File: src/rtl/bpred_update_sched.sv
// bpred_update_sched: single point of control for all writes into the gshare
// predictor. It walks the BTB/PHT with clear strobes after reset or on a flush
// request. It turns resolved branches into one-cycle fetch redirects. It also
// queues training updates for the predictor's single stallable update port.
// Optional build macro: BPRED_STATS_EN adds saturating branch/mispredict
// counters on statBranches/statMispred. Without it those ports are tied to 0.
module bpred_update_sched #(
  parameter int BTB_ENTRIES = 32,
  parameter int PHT_ENTRIES = 128,
  parameter int QDEPTH      = 4,
  parameter int CLR_ENTRIES = (BTB_ENTRIES > PHT_ENTRIES) ? BTB_ENTRIES : PHT_ENTRIES,
  parameter int CLR_W       = $clog2(CLR_ENTRIES)
) (
  input  logic             clk,
  input  logic             rst,
  input  logic             resValid,
  output logic             resReady,
  input  logic [31:0]      resPc,
  input  logic             resTaken,
  input  logic [31:0]      resTarget,
  input  logic             resPredTaken,
  input  logic [31:0]      resPredTarget,
  output logic             redirectValid,
  output logic [31:0]      redirectPc,
  output logic             updValid,
  input  logic             updReady,
  output logic [31:0]      updPc,
  output logic             updTaken,
  output logic [31:0]      updTarget,
  output logic             clrValid,
  output logic [CLR_W-1:0] clrIndex,
  output logic             predEnable,
  input  logic             flushReq,
  output logic             busy,
  output logic [31:0]      statBranches,
  output logic [31:0]      statMispred
);

  localparam int PTR_W = $clog2(QDEPTH);
  localparam int CNT_W = PTR_W + 1;
  localparam logic [CLR_W-1:0] CLR_LAST = CLR_W'(CLR_ENTRIES - 1);
  localparam logic [CNT_W-1:0] CNT_FULL = CNT_W'(QDEPTH);

  typedef enum logic [1:0] {
    CLEAR = 2'd0,
    RUN   = 2'd1,
    DRAIN = 2'd2
  } state_t;

  state_t           state;
  logic [CLR_W-1:0] clr_index;
  logic             pred_enable;
  logic             redirect_valid;
  logic [31:0]      redirect_pc;

  // Update FIFO: storage is never reset, only the pointers and occupancy.
  logic [31:0]      q_pc     [QDEPTH];
  logic             q_taken  [QDEPTH];
  logic [31:0]      q_target [QDEPTH];
  logic [PTR_W-1:0] wr_ptr;
  logic [PTR_W-1:0] rd_ptr;
  logic [CNT_W-1:0] count;
  logic [CNT_W-1:0] count_next;

  logic        full;
  logic        empty;
  logic        accept;
  logic        pop;
  logic        mispredict;
  logic [31:0] redirect_target;

  assign full  = (count == CNT_FULL);
  assign empty = (count == '0);

  // A full FIFO refuses a resolution even if the head pops in the same cycle.
  assign resReady = (state == RUN) && !full;
  assign updValid = (state != CLEAR) && !empty;
  assign accept   = resValid && resReady;
  assign pop      = updValid && updReady;

  assign mispredict      = (resTaken != resPredTaken) ||
                           (resTaken && (resPredTarget != resTarget));
  assign redirect_target = resTaken ? resTarget : (resPc + 32'd4);

  assign updPc     = q_pc[rd_ptr];
  assign updTaken  = q_taken[rd_ptr];
  assign updTarget = q_target[rd_ptr];

  assign clrValid      = (state == CLEAR);
  assign clrIndex      = clr_index;
  assign busy          = (state != RUN);
  assign predEnable    = pred_enable;
  assign redirectValid = redirect_valid;
  assign redirectPc    = redirect_pc;

  // Occupancy after this cycle's enqueue/dequeue; simultaneous push and pop cancel.
  always_comb begin
    count_next = count;
    if (accept && !pop) begin
      count_next = count + CNT_W'(1);
    end else if (!accept && pop) begin
      count_next = count - CNT_W'(1);
    end
  end

  // FIFO pointers and occupancy; reset discards any queued updates.
  always_ff @(posedge clk) begin
    if (!rst) begin
      wr_ptr <= '0;
      rd_ptr <= '0;
      count  <= '0;
    end else begin
      if (accept) wr_ptr <= wr_ptr + PTR_W'(1);
      if (pop)    rd_ptr <= rd_ptr + PTR_W'(1);
      count <= count_next;
    end
  end

  // FIFO storage write for each accepted resolution.
  always_ff @(posedge clk) begin
    if (accept) begin
      q_pc[wr_ptr]     <= resPc;
      q_taken[wr_ptr]  <= resTaken;
      q_target[wr_ptr] <= resTarget;
    end
  end

  // Control FSM: clear walk, normal run, drain before re-clear; redirect is registered.
  always_ff @(posedge clk) begin
    if (!rst) begin
      state          <= CLEAR;
      clr_index      <= '0;
      pred_enable    <= 1'b0;
      redirect_valid <= 1'b0;
      redirect_pc    <= '0;
    end else begin
      redirect_valid <= accept && mispredict;
      if (accept) redirect_pc <= redirect_target;
      case (state)
        CLEAR: begin
          if (flushReq) begin
            clr_index <= '0;
          end else if (clr_index == CLR_LAST) begin
            state       <= RUN;
            clr_index   <= '0;
            pred_enable <= 1'b1;
          end else begin
            clr_index <= clr_index + CLR_W'(1);
          end
        end
        RUN: begin
          if (flushReq) begin
            state <= DRAIN;
            // Entering DRAIN with nothing queued: that single cycle already runs disabled.
            if (count_next == '0) pred_enable <= 1'b0;
          end
        end
        DRAIN: begin
          if (empty) begin
            state       <= CLEAR;
            clr_index   <= '0;
            pred_enable <= 1'b0;
          end else if (count_next == '0) begin
            pred_enable <= 1'b0;
          end
        end
        default: begin
          state       <= CLEAR;
          clr_index   <= '0;
          pred_enable <= 1'b0;
        end
      endcase
    end
  end

`ifdef BPRED_STATS_EN
  logic [31:0] stat_branches;
  logic [31:0] stat_mispred;

  // Saturating counters of accepted and mispredicted resolutions; only reset clears them.
  always_ff @(posedge clk) begin
    if (!rst) begin
      stat_branches <= '0;
      stat_mispred  <= '0;
    end else begin
      if (accept && (stat_branches != 32'hFFFF_FFFF)) begin
        stat_branches <= stat_branches + 32'd1;
      end
      if (accept && mispredict && (stat_mispred != 32'hFFFF_FFFF)) begin
        stat_mispred <= stat_mispred + 32'd1;
      end
    end
  end

  assign statBranches = stat_branches;
  assign statMispred  = stat_mispred;
`else
  assign statBranches = '0;
  assign statMispred  = '0;
`endif

endmodule

File: config.mk
export PLATFORM = sky130hd
export DESIGN_NAME = bpred_update_sched
export DESIGN_NICKNAME = d
export VERILOG_FILES = /design/src/rtl/bpred_update_sched.sv
export SDC_FILE = /design/constraint.sdc
export NUM_CORES = 1
export LEC_CHECK = 0
export CAP_MARGIN = 0
export CORE_AREA = 2 2 213 215
export DETAILED_ROUTE_END_ITERATION = 10
export DIE_AREA = 0 0 215 217
export SKIP_CTS_REPAIR_TIMING = 1
export SYNTH_ARGS = -nofsm -noshare
export SYNTH_HDL_FRONTEND = slang
export SYNTH_SLANG_ARGS = --single-unit
File: constraint.sdc
create_clock -name clk -period 9 [get_ports clk]
set_clock_uncertainty 0.15 [all_clocks]
set_input_delay 0.9 -clock clk [delete_from_list [all_inputs] [get_ports clk]]
set_output_delay 0.9 -clock clk [all_outputs]
set_load 0.02 [all_outputs]
; Word level (Yosys, flattened, before mapping)
; Memories as Yosys holds them, arrays and structs flattened. A register that Yosys moved wholly into a read port is not among the register bits.
; Index checks and enable logic that the tools add are counted.
[totals]
ff_bits = 50
ram_bits = 260
inputBits = 103
output_inout_bits = 174
elab_cells = 75
memories = 3
[memory_table]
columns = memory, words, word_bits, rd, rd_ports_with_merged_regs, write_ports, line
row1 = q_pc, 4, 32, 1, 1, 1, 57  ; logic [31:0] q_pc [QDEPTH];
row2 = q_target, 4, 32, 1, 1, 1, 59  ; logic [31:0] q_target [QDEPTH];
row3 = q_taken, 4, 1, 1, 1, 1, 58  ; logic q_taken [QDEPTH];
[classes]
add_sub_neg = 6
eq_ne = 11
mux = 26
n_bitwise = 1
reduce_logical = 20
[op_table]
columns = cell, n
row1 = 32-bit by 3-bit adder with 32-bit output (second input constant), 1
row2 = 32-bit 2-to-1 mux, 1
row3 = 32-bit != test, 1
row4 = 7-bit 2-to-1 mux, 3
row5 = 7-bit one-hot mux with 3 select lines, 1
row6 = 2-bit 2-to-1 mux, 10
row7 = 1-bit logical AND, 8
row8 = 7-bit by 1-bit adder with 7-bit output (second input constant), 1
row9 = 7-bit == test (second input constant), 1
row10 = 1-bit 2-to-1 mux, 7
row11 = 3-bit zero test, 2
row12 = 3-bit 2-to-1 mux, 2
row13 = 2-bit != test (second input constant), 3
row14 = 2-bit one-hot mux with 3 select lines, 1
row15 = 2-bit by 1-bit adder with 2-bit output (second input constant), 2
row16 = 1-bit zero test, 4
row17 = 2-bit by 1-bit != test with 1-bit output (second input constant), 2
row18 = 4-bit AND reduction, 1
row19 = 3-bit by 1-bit adder with 3-bit output (second input constant), 1
row20 = 3-bit == test (second input constant), 1
row21 = 1-bit one-hot mux with 3 select lines, 1
row22 = 3-bit AND reduction, 1
row23 = 3-bit by 1-bit subtractor with 3-bit output (second input constant), 1
row24 = 2-bit by 1-bit == test with 1-bit output (second input constant), 1
row25 = other kinds (7), 7

; Logic depth before layout (Yosys ltp)
; Gate-level depths: netlist (run 1).
[depth]
ltp_word = 12
depth_mapped = 8
mapped_depth_nobuf = 7

; Worst setup path before layout (run 1)
; OpenSTA, ideal clock, no wires.
[synth_path]
path_type = in2reg
startpoint = in resValid
endpoint = mem q_pc[0][0], enable pin
setup_time_ps = 430
arrival_ps = 3098
t_required_ps = 8420
setup_slack_ps = 5322
cell_stages = 4
path_cell_list = and3_1 buf_2 clkbuf_1 and2_1
[synth_via]
elab_chain_len = 3
[synth_lines]
columns = element, line
row1 = from (decl), 16  ; input logic resValid,
row2 = 1-bit logical AND, 78  ; assign accept = resValid && resReady;
row3 = 1-bit 2-to-1 mux, 121  ; if (accept) begin
row4 = 1-bit 2-to-1 mux (not written as such), 122  ; q_pc[wr_ptr] <= resPc;
row5 = to (decl), 57
; No other way between the ends.

==> results of run 1 <==
## flip-flops by register name, indices dropped and copies added, names as in the netlist, named ones only
register and count:
q_taken 4, predEnable 1, redirectValid 1, wr_ptr 2, q_target 128, state 2, rd_ptr 2, redirectPc 32
count 3, q_pc 128, clrIndex 7
## layout make-up
class / count / area (sq um) / area share [%]
multi-input cells: 470 / 3950 / 23.4
flip-flops and latches: 312 / 8860 / 52.3
inverters: 9 / 33.8 / 0.200
repair buffers: 221 / 2180 / 12.9
clock buffers: 43 / 937 / 5.54
clock inverters: 21 / 205 / 1.21
well taps: 600 / 751 / 4.44
## how the worst max path moves through the flow
stage	slack [ns]	start	cells after the start	to
6_report	4.70	flop	3	updTarget[14]
5_1_grt	4.42	flop	3	updTarget[14]
4_1_cts	4.53	flop	3	updTarget[14]
3_5_place_dp	5.12	resPc[2]	7	redirectPc[30]$_SDFFE_PN0P_
3_3_place_gp	5.13	resPc[2]	7	redirectPc[30]$_SDFFE_PN0P_
2_1_floorplan	5.32	resValid	4	q_pc[0][0]$_DFFE_PP_
## worst register-to-register path, cell delays in order (launching register included)
cell and delay [ns]:
sky130_fd_sc_hd__dfxtp_1 0.40, sky130_fd_sc_hd__inv_1 0.11, sky130_fd_sc_hd__ha_1 0.28, sky130_fd_sc_hd__nand2_1 0.14, sky130_fd_sc_hd__and3_1 0.16, sky130_fd_sc_hd__buf_4 0.36
sky130_fd_sc_hd__and2_4 0.41, sky130_fd_sc_hd__buf_4 0.67
## cells in the mapped netlist, types with 5 or more instances
master and instances:
sky130_fd_sc_hd__a21oi_1 20, sky130_fd_sc_hd__and2_1 5, sky130_fd_sc_hd__and3_1 5, sky130_fd_sc_hd__buf_2 6, sky130_fd_sc_hd__buf_4 64, sky130_fd_sc_hd__clkbuf_1 22, sky130_fd_sc_hd__dfxtp_1 52, sky130_fd_sc_hd__edfxtp_1 260
sky130_fd_sc_hd__ha_1 9, sky130_fd_sc_hd__inv_1 9, sky130_fd_sc_hd__mux2i_1 6, sky130_fd_sc_hd__mux4_2 65, sky130_fd_sc_hd__nand2_1 46, sky130_fd_sc_hd__nand2b_1 5, sky130_fd_sc_hd__nand3_1 33, sky130_fd_sc_hd__nand4_1 8
sky130_fd_sc_hd__nor2_1 36, sky130_fd_sc_hd__nor3_1 9, sky130_fd_sc_hd__nor4_1 13, sky130_fd_sc_hd__o21ai_0 17, sky130_fd_sc_hd__o2bb2ai_1 10, sky130_fd_sc_hd__xnor2_1 24, sky130_fd_sc_hd__xor2_1 44
## per-layer routing
metal	routed length [microns]	part of all wire (%)
met1	15100	42
met2	17400	49
met3	2530	7.1
met4	631	1.8
met5	13	0.036
## cell families after synthesis
logic type,Yosys count,share of synthesized area [%]
other cells,1,0.0284
flops,312,67.1
compound gates,76,3.92
mux,71,11.6
xor+xnor,68,4.51
fa+ha+maj,9,0.854
simple gates,182,7.19
buf+inv,105,4.87
## where the power goes
part	leakage, nW	internal, mW	switching, mW
Sequential	2.76	1.56	0.000614
Clock	0.546	0.834	0.577
Combinational	2.07	0.0571	0.0944
## placed cells by master (no fill, tap or decap), drive strengths merged, types with 11 or more instances in the layout
cell / Yosys / layout
a21oi: 20 / 20
clkbuf: 22 / 43
clkdlybuf4s50: 0 / 211
clkinv: 0 / 13
conb: 1 / 64
dfxtp: 52 / 52
edfxtp: 260 / 260
mux4: 65 / 65
nand2: 46 / 46
nand3: 33 / 33
nand4: 11 / 11
nor2: 37 / 37
nor4: 14 / 14
o21ai: 19 / 19
xnor2: 24 / 24
xor2: 44 / 44
## per-stage QoR
stage / hold slack (ns) / power [mW] / util, % / cells
floorplan: 0.319 / 1.67 / - / 887
global placement: 0.291 / 1.74 / 35.3 / 1612
detailed placement: 0.296 / 1.75 / 35.3 / 1612
CTS: 0.304 / 3.17 / 37.9 / 1676
global route: 0.336 / 3.24 / 37.9 / 1676
finish: 0.301 / 3.12 / 37.9 / 1676
==> impl_summary.txt, run 1 <==
----------------------------------------------------
[GRT]
  M3 GR Usage ... 4.30%
  GRT Total Usage ... 15.3%
  Vias in the first global route ... 7859
  First-pass GRT wire length ... between 50000 and 60000 microns
  Most utilized layer in the global route result ... met2
  Met1 track demand over resource in global routing ... between 10% and 20%
  Met2 track demand over resource ... 25.3%
  Maximum number of pins on one net before global-route repair ... 66
  Overflow after GRT ... 0
  Number of antenna violations at the first check in global routing ... 1

[Timing]
  Final worst setup slack ... 4.70 ns
  Least-Margin Pin Slew ... about 1.1 ns
  RSZ-0062 raised after global routing ... false
  Number of hold violations in the final report ... 0
  Final clock period utilization by the worst path ... 47.8%
  Total setup violations reported at the end of the flow ... 0
  Pins over their slew limit ... 0
  Worst slew margin relative to its limit ... 24.2%
  Final period demand of the worst path ... 4.30 ns
  Aggregate negative setup slack ... 0 ns
  Peak clock frequency supported by timing ... between 0.2 and 0.25 GHz

[Floorplan]
  Effective utilization at floorplan ... 29.5%
  Area of the core ... 44700 sq um
  Top-Level Pins ... 277
  Row count ... 78
  X dimension of the die ... 215 microns
  Area enclosed by the die boundary ... 46700 sq um
  Vert. Die Dim ... about 220 microns

[Drt]
  Number of DRC markers in iteration 0 ... 482
  1st-pass router iterations ... 5
  Antenna Violating Nets Remaining ... 0
  Overall via count from detail_route ... between 7000 and 8000
  Routed via count divided by cell count ... 4.57
  Routed length per placed instance ... 21.3 microns
  DRC errors left ... 0
  Routed WL ... 35600 microns

[Cells and area]
  Proportion of layout cells with a drive suffix above 1 ... 13.4%
  Total inserted antenna cells ... 0
  Nets ... approximately 1200
  Post-route design area ... 16900 sq um
  FILL cells ... 4295
  Area added between synthesis and finish ... 28.3%

[Min path]
  Class of the tightest hold or removal check ... flop to flop
  Startpoint of the most critical hold path ... redirectPc[4]$_SDFFE_PN0P_
  Worst Hold Path Cells ... 2
  Hold worst-path end ... redirectPc[4]$_SDFFE_PN0P_

[Yosys]
  Warnings from Yosys ... 0
  Post-synthesis instance area ... 13200 sq um
  Post-synthesis area per instance ... between 15 and 20 sq um
  Distinct cell type count after synthesis ... 50
  Synthesized flop and latch total ... 312
  Register area share after synthesis ... 67.1%
  Synthesized instance count ... between 800 and 900
  Post-synth EDFFs ... 260
  Top cell type's share of synthesized area ... 59.2%
  Share of synthesized registers carrying an async set or reset ... 0%
  Largest cells by area after synthesis ... sky130_fd_sc_hd__edfxtp_1, sky130_fd_sc_hd__mux4_2, sky130_fd_sc_hd__dfxtp_1
  Cell type with the highest aggregate area in the netlist ... sky130_fd_sc_hd__edfxtp_1
  Ys flop type ... sky130_fd_sc_hd__edfxtp_1

[Setup path]
  Worst Path Buf+Inv ... 2
  Worst Path Arrival ... 3.25 ns
  Biggest cell delay along the critical path ... about 0.77 ns
  CP endpoint kind ... output pin
  CP max stage cell ... sky130_fd_sc_hd__buf_4
  Top delay family on crit path ... buffers and inverters
  Series of cell instances along the critical path ... buf_4 -> mux4_2 -> clkdlybuf4s50_1
  Required @ worst endpoint ... 7.95 ns
  Reg-to-Reg Start ... count[0]$_SDFF_PN0_
  FF-to-FF setup slack ... 5.85 ns
  Type of element launching the critical path ... flop
  CP Max Fanout ... 43
  Depth of the worst register-to-register path ... 7
  Reg-to-reg critical path endpoint ... q_pc[3][8]$_DFFE_PP_
  Classification of the worst setup path ... flop to output pin

[Clock tree]
  Clk root buf ... sky130_fd_sc_hd__clkbuf_16
  Clk slew on worst S/H paths ... ~0.060 ns
  Number of clock sinks seen by CTS ... 312
  H-tree depth ... 2
  Clock tree from TritonCTS ... done
  Max clock buf depth ... 3
  Number of clock buffers inserted by TritonCTS ... 36
  Clock latency on the worst-skew pair ... 0.53 ns

[Place]
  Post-place instance area ... 15800 sq um
  Count of input and output buffers ... 212
  Routability cong. ... 0.757
  Minimum setup slack after placement ... 5.12 ns
  Detailed-placement wirelength estimate ... around 24000 microns

[Run]
  Count of max-cap constraint violations ... 0

[Status]
  Status ... complete, no violations

[Pwr]
  Leak Pwr ... ~5.4 nW
  Total power per unit cell area ... 185 nW/um^2
  Highest ir drop seen on vdd ... 111 uV

----------------------------------------------------
(Power assumes the default switching activity.)
==> run 2, diff against run 1 <==
==> constraint.sdc (replaced) <==
create_clock -name clk -period 4.31 [get_ports clk]
set_clock_uncertainty 0.15 [all_clocks]
set_input_delay 0.431 -clock clk [delete_from_list [all_inputs] [get_ports clk]]
set_output_delay 0.431 -clock clk [all_outputs]
set_load 0.02 [all_outputs]
==> impl_summary.txt, run 2 (same netlist as run 1, synthesis figures left out) <==
----------------------------------------------------
[Place]
  Minimum setup slack after placement ... 1.25 ns
  Routability cong. ... 0.824
  Post-place instance area ... approximately 16000 sq um
  Detailed-placement wirelength estimate ... between 20000 and 30000 microns
  Placed Cells incl. Taps ... roughly 1600
  Count of input and output buffers ... 212

[Drt]
  Overall via count from detail_route ... roughly 8000
  Routed length per placed instance ... 21.5 microns
  DRC errors left ... 0
  Number of DRC markers in iteration 0 ... 431
  Routed via count divided by cell count ... between 4 and 5
  Antenna Violating Nets Remaining ... 0
  1st-pass router iterations ... 4
  Routed WL ... 36200 microns

[Cells and area]
  Post-route design area ... 17100 sq um
  Number of cells in the finished layout apart from fillers ... 1684
  Most common library cell in the layout ignoring fill and taps ... sky130_fd_sc_hd__edfxtp_1
  Proportion of layout cells with a drive suffix above 1 ... 14.0%
  Total inserted antenna cells ... 0
  Nets ... 1169
  Area added between synthesis and finish ... 29.7%
  Most used cells in the layout excluding fill and tap cells ... sky130_fd_sc_hd__edfxtp_1, sky130_fd_sc_hd__clkdlybuf4s50_1, sky130_fd_sc_hd__mux4_2
  Utilization after layout ... 38.3%

[Setup path]
  Worst Path Arrival ... 2.84 ns
  Reg-to-Reg Start ... count[0]$_SDFF_PN0_
  Classification of the worst setup path ... flop to output pin
  FF-to-FF setup slack ... 1.39 ns
  Depth of the worst register-to-register path ... 6
  Type of element launching the critical path ... flop
  CP Max Fanout ... 28
  Required @ worst endpoint ... 3.73 ns
  CP endpoint kind ... output pin
  Reg-to-reg critical path endpoint ... q_pc[2][5]$_DFFE_PP_

[GRT]
  GRT Total Usage ... 15.3%
  First-pass GRT wire length ... ~53000 microns
  Vias in the first global route ... between 7000 and 8000
  Number of antenna violations at the first check in global routing ... 1
  Overflow after GRT ... 0
  Maximum number of pins on one net before global-route repair ... 66

[Timing]
  Worst slew margin relative to its limit ... 29.3%
  Number of hold violations in the final report ... 0
  Aggregate negative setup slack ... 0 ns
  Final clock period utilization by the worst path ... about four fifths
  Total setup violations reported at the end of the flow ... 0
  Final worst setup slack ... 0.890 ns
  RSZ-0062 raised after global routing ... false
  Peak clock frequency supported by timing ... between 0.2 and 0.3 GHz
  Least-Margin Pin Slew ... 1.06 ns
  Final worst hold slack ... 0.305 ns
  Pins over their slew limit ... 0
  Final period demand of the worst path ... 3.42 ns

[Min path]
  Worst Hold Path Cells ... 1
  Hold worst-path end ... q_taken[2]$_DFFE_PP_
  Class of the tightest hold or removal check ... input pin to flop
  Startpoint of the most critical hold path ... resTaken

[Floorplan]
  Vert. Die Dim ... 217 microns
  Top-Level Pins ... about 280
  X dimension of the die ... about 220 microns
  Effective utilization at floorplan ... 29.5%
  Row count ... 78
  Area enclosed by the die boundary ... 46700 sq um
  Area of the core ... between 40000 and 50000 sq um

[Pwr]
  Overall power of the completed layout ... 6.69 mW
  Leak Pwr ... around 5.5 nW
  Total power per unit cell area ... about 400 nW/um^2
  Highest ir drop seen on vdd ... 221 uV

[Clock tree]
  Clk root buf ... sky130_fd_sc_hd__clkbuf_16
  Clk slew on worst S/H paths ... 0.06 ns
  Number of clock sinks seen by CTS ... approximately 310
  Max clock buf depth ... 3
  Clock latency on the worst-skew pair ... 0.52 ns
  Clock tree from TritonCTS ... done
  H-tree depth ... 2
  Number of clock buffers inserted by TritonCTS ... 35

[Status]
  Status ... complete, no violations

[Run]
  Count of max-cap constraint violations ... 0

----------------------------------------------------
[run 2: changes by cell type in the layout (fill, tap and decap cells not counted), sizes merged]
cell / before / now
buf: 10 / 18
bufinv: 3 / 5
clkbuf: 43 / 50
clkinv: 13 / 7
clkinvlp: 4 / 0
inv: 10 / 11
[run 2: routing by layer]
| metal | global-route usage (%) | vias up | part of all wire (%) |
|---|---|---|---|
| met4 | 3.89 | 2 | 1.7 |
| li1 | - | 3525 | - |
| met5 | 0 | - | 0.036 |
| met3 | 3.76 | 42 | 7.4 |
| met2 | 25.9 | 293 | 49 |
| met1 | 19.8 | 3930 | 42 |
[run 2: critical path, stage by stage, from the launching register on]
cell and delay (ns):
sky130_fd_sc_hd__dfxtp_4 0.73, sky130_fd_sc_hd__buf_4 0.41, sky130_fd_sc_hd__mux4_2 0.57, sky130_fd_sc_hd__clkdlybuf4s50_1 0.57
[run 2: how the worst max path moves through the flow]
stage                                  end  depth (start not counted)                 from  slack (ns)
2_1_floorplan         q_pc[1][0]$_DFFE_PP_                          7  count[0]$_SDFF_PN0_        0.73
3_3_place_gp   redirectPc[25]$_SDFFE_PN0P_                          6             resPc[4]        1.24
3_5_place_dp   redirectPc[25]$_SDFFE_PN0P_                          6             resPc[4]        1.25
4_1_cts                      updTarget[18]                          3                 flop        0.79
5_1_grt                      updTarget[18]                          3                 flop        0.72
6_report                     updTarget[18]                          3                 flop        0.89
[run 2: power by group]
part / internal [mW] / switching [mW]
combinational: 0.121 / 0.199
clock: 1.92 / 1.19
sequential: 3.26 / 0.00119
[run 2: final cells by class]
cell class	count	area, sq um
flip-flops and latches	312	8860
well taps	600	751
fillers	4229	27600
clock buffers	50	993
inverters	9	33.8
multi-input cells	470	3950
clock inverters	14	215
repair buffers	229	2310
==> patch, RTL diff (config.mk and constraints of run 1) <==
Change the parameter `QDEPTH` from 4 to 2.
--- a/src/rtl/bpred_update_sched.sv
+++ b/src/rtl/bpred_update_sched.sv
@@ -7,7 +7,7 @@
 module bpred_update_sched #(
   parameter int BTB_ENTRIES = 32,
   parameter int PHT_ENTRIES = 128,
-  parameter int QDEPTH      = 4,
+  parameter int QDEPTH      = 2,
   parameter int CLR_ENTRIES = (BTB_ENTRIES > PHT_ENTRIES) ? BTB_ENTRIES : PHT_ENTRIES,
   parameter int CLR_W       = $clog2(CLR_ENTRIES)
 ) (
Function: same outputs for any inputs over 10 cycles, from zero or initial values and one cycle with rst low; that may be too few to reach the edited logic, so the function may still have changed.
==> patch against run 1 <==
  * Total power is 45% lower
  * Fmax is 22% higher
  * Critical endpoint is now updTarget[26]
  * Die area stayed put
  * Highest routed layer unchanged
  * Largest cell class unchanged
  * Setup slack better by 0.78 ns
  * First-iteration DRC count is 56% lower
  * Area after synthesis is 37% lower
  * Sequential cell count is 134 lower
  * Routed wire length is 27% lower
  * Sequential share of layout area is 9.6 points lower
  * Critical path depth is 1 lower
  * Core utilization is 12 points lower
  * Final area is 33% lower
==> patch: results (changes against run 1) <==
vias in the first global route=5804 (was 7859); routed vias=5733 (was 7662); HPWL after DPL=19.4 mm (was 24.0 mm); CP arrival=2.48 ns (was 3.25 ns); post-synthesis sequential area ratio=58.5% (was 67.1%); status=finished clean (unchanged); post-synth top area share=46.9% (was 59.2%); number of synthesized flops with an enable pin=130 (was 260); FF-to-FF setup slack=5.80 ns (was 5.85 ns); Total GRT Usage=11.2% (was 15.3%); Largest stage delay, worst path=0.96 ns (was 0.77 ns); proportion of layout cells with a drive suffix above 1=13.0% (was 13.4%); ranking of synthesized cells by area=edfxtp_1, dfxtp_1, mux2_2 (was edfxtp_1, mux4_2, dfxtp_1); clock buffer depth=2 (was 3); final RePlAce weighted congestion=0.795 (was 0.757); synth cell count leaders=edfxtp_1, mux2_2, buf_4 (was edfxtp_1, mux4_2, buf_4); H-tree depth=4 (was 2); worst vdd ir=0.000117 V (was 0.000111 V); nets@finish=970 (was 1162); CTS buffer count=17 (was 36); number of library cell types mapped by synthesis=52 (was 50); fill cell count=4759 (was 4295); antenna violations before repair=6 (was 1); worst-path maximum fanout=65 (was 43); slowest cell on the critical path=dfxtp_4 (was buf_4); DR WL/cell=17.6 um (was 21.3 um); reg2reg path depth=5 (was 7)
[patch: cell types whose count changed after synthesis, moves of 13 or more]
cell and change:
mux4_2 -65, o211ai_1 +13, nand3_1 -13, a21oi_1 +16, mux2_2 +66, nor2_1 -13
edfxtp_1 -130
[patch: metal layers]
metal	GRT usage (%)	up-vias	wire, um
met4	5.54	10	969
met1	12.9	2721	10800
met5	0	-	58
met2	17.5	253	11800
li1	-	2700	-
met3	5.06	49	2410
[patch: worst min-delay path by stage]
stage,end,cells past startpoint,slack (ns),from
CTS,redirectPc[14]$_SDFFE_PN0P_,2,0.31,redirectPc[14]$_SDFFE_PN0P_
detailed placement,redirectPc[14]$_SDFFE_PN0P_,2,0.30,redirectPc[14]$_SDFFE_PN0P_
global route,redirectPc[14]$_SDFFE_PN0P_,2,0.33,redirectPc[14]$_SDFFE_PN0P_
global placement,redirectPc[8]$_SDFFE_PN0P_,2,0.29,redirectPc[8]$_SDFFE_PN0P_
finish,redirectPc[14]$_SDFFE_PN0P_,2,0.31,redirectPc[14]$_SDFFE_PN0P_
floorplan,count[0]$_SDFF_PN0_,2,0.30,count[0]$_SDFF_PN0_
[patch: where the power goes]
group / internal (mW) / switching (mW)
clock: 0.366 / 0.340
combinational: 0.0583 / 0.0839
sequential: 0.878 / 0.000829
total: 1.30 / 0.425
[patch: cell families after synthesis]
kind of cell	share of synthesized area, %
mux	9.41
simple gates	10.4
buf+inv	7.97
other cells	0.0451
xor+xnor	6.63
fa+ha+maj	0.601
flops	58.5
compound gates	6.53
[patch: final cells by class]
class,instances,area share (%)
clock buffers,20,3.92
clock inverters,12,0.856
inverters,11,0.362
multi-input cells,439,26.7
flip-flops and latches,178,42.7
well taps,600,6.59
repair buffers,216,18.8
[patch: critical path, delay by kind of cell (launching register included)]
family / cells / cell delay [ns]
DFF: 1 / 0.96
muxes: 1 / 0.42
buffers and inverters: 1 / 0.57
[patch: through the flow]
step	instances	cell area, um^2	setup slack [ns]	util, %
2_1_floorplan	722	8560	4.19	-
3_3_place_gp	1444	10900	5.00	24.3
3_5_place_dp	1444	10900	4.97	24.3
4_1_cts	1476	11400	5.35	25.5
5_1_grt	1476	11400	5.31	25.5
6_report	1476	11400	5.47	25.5
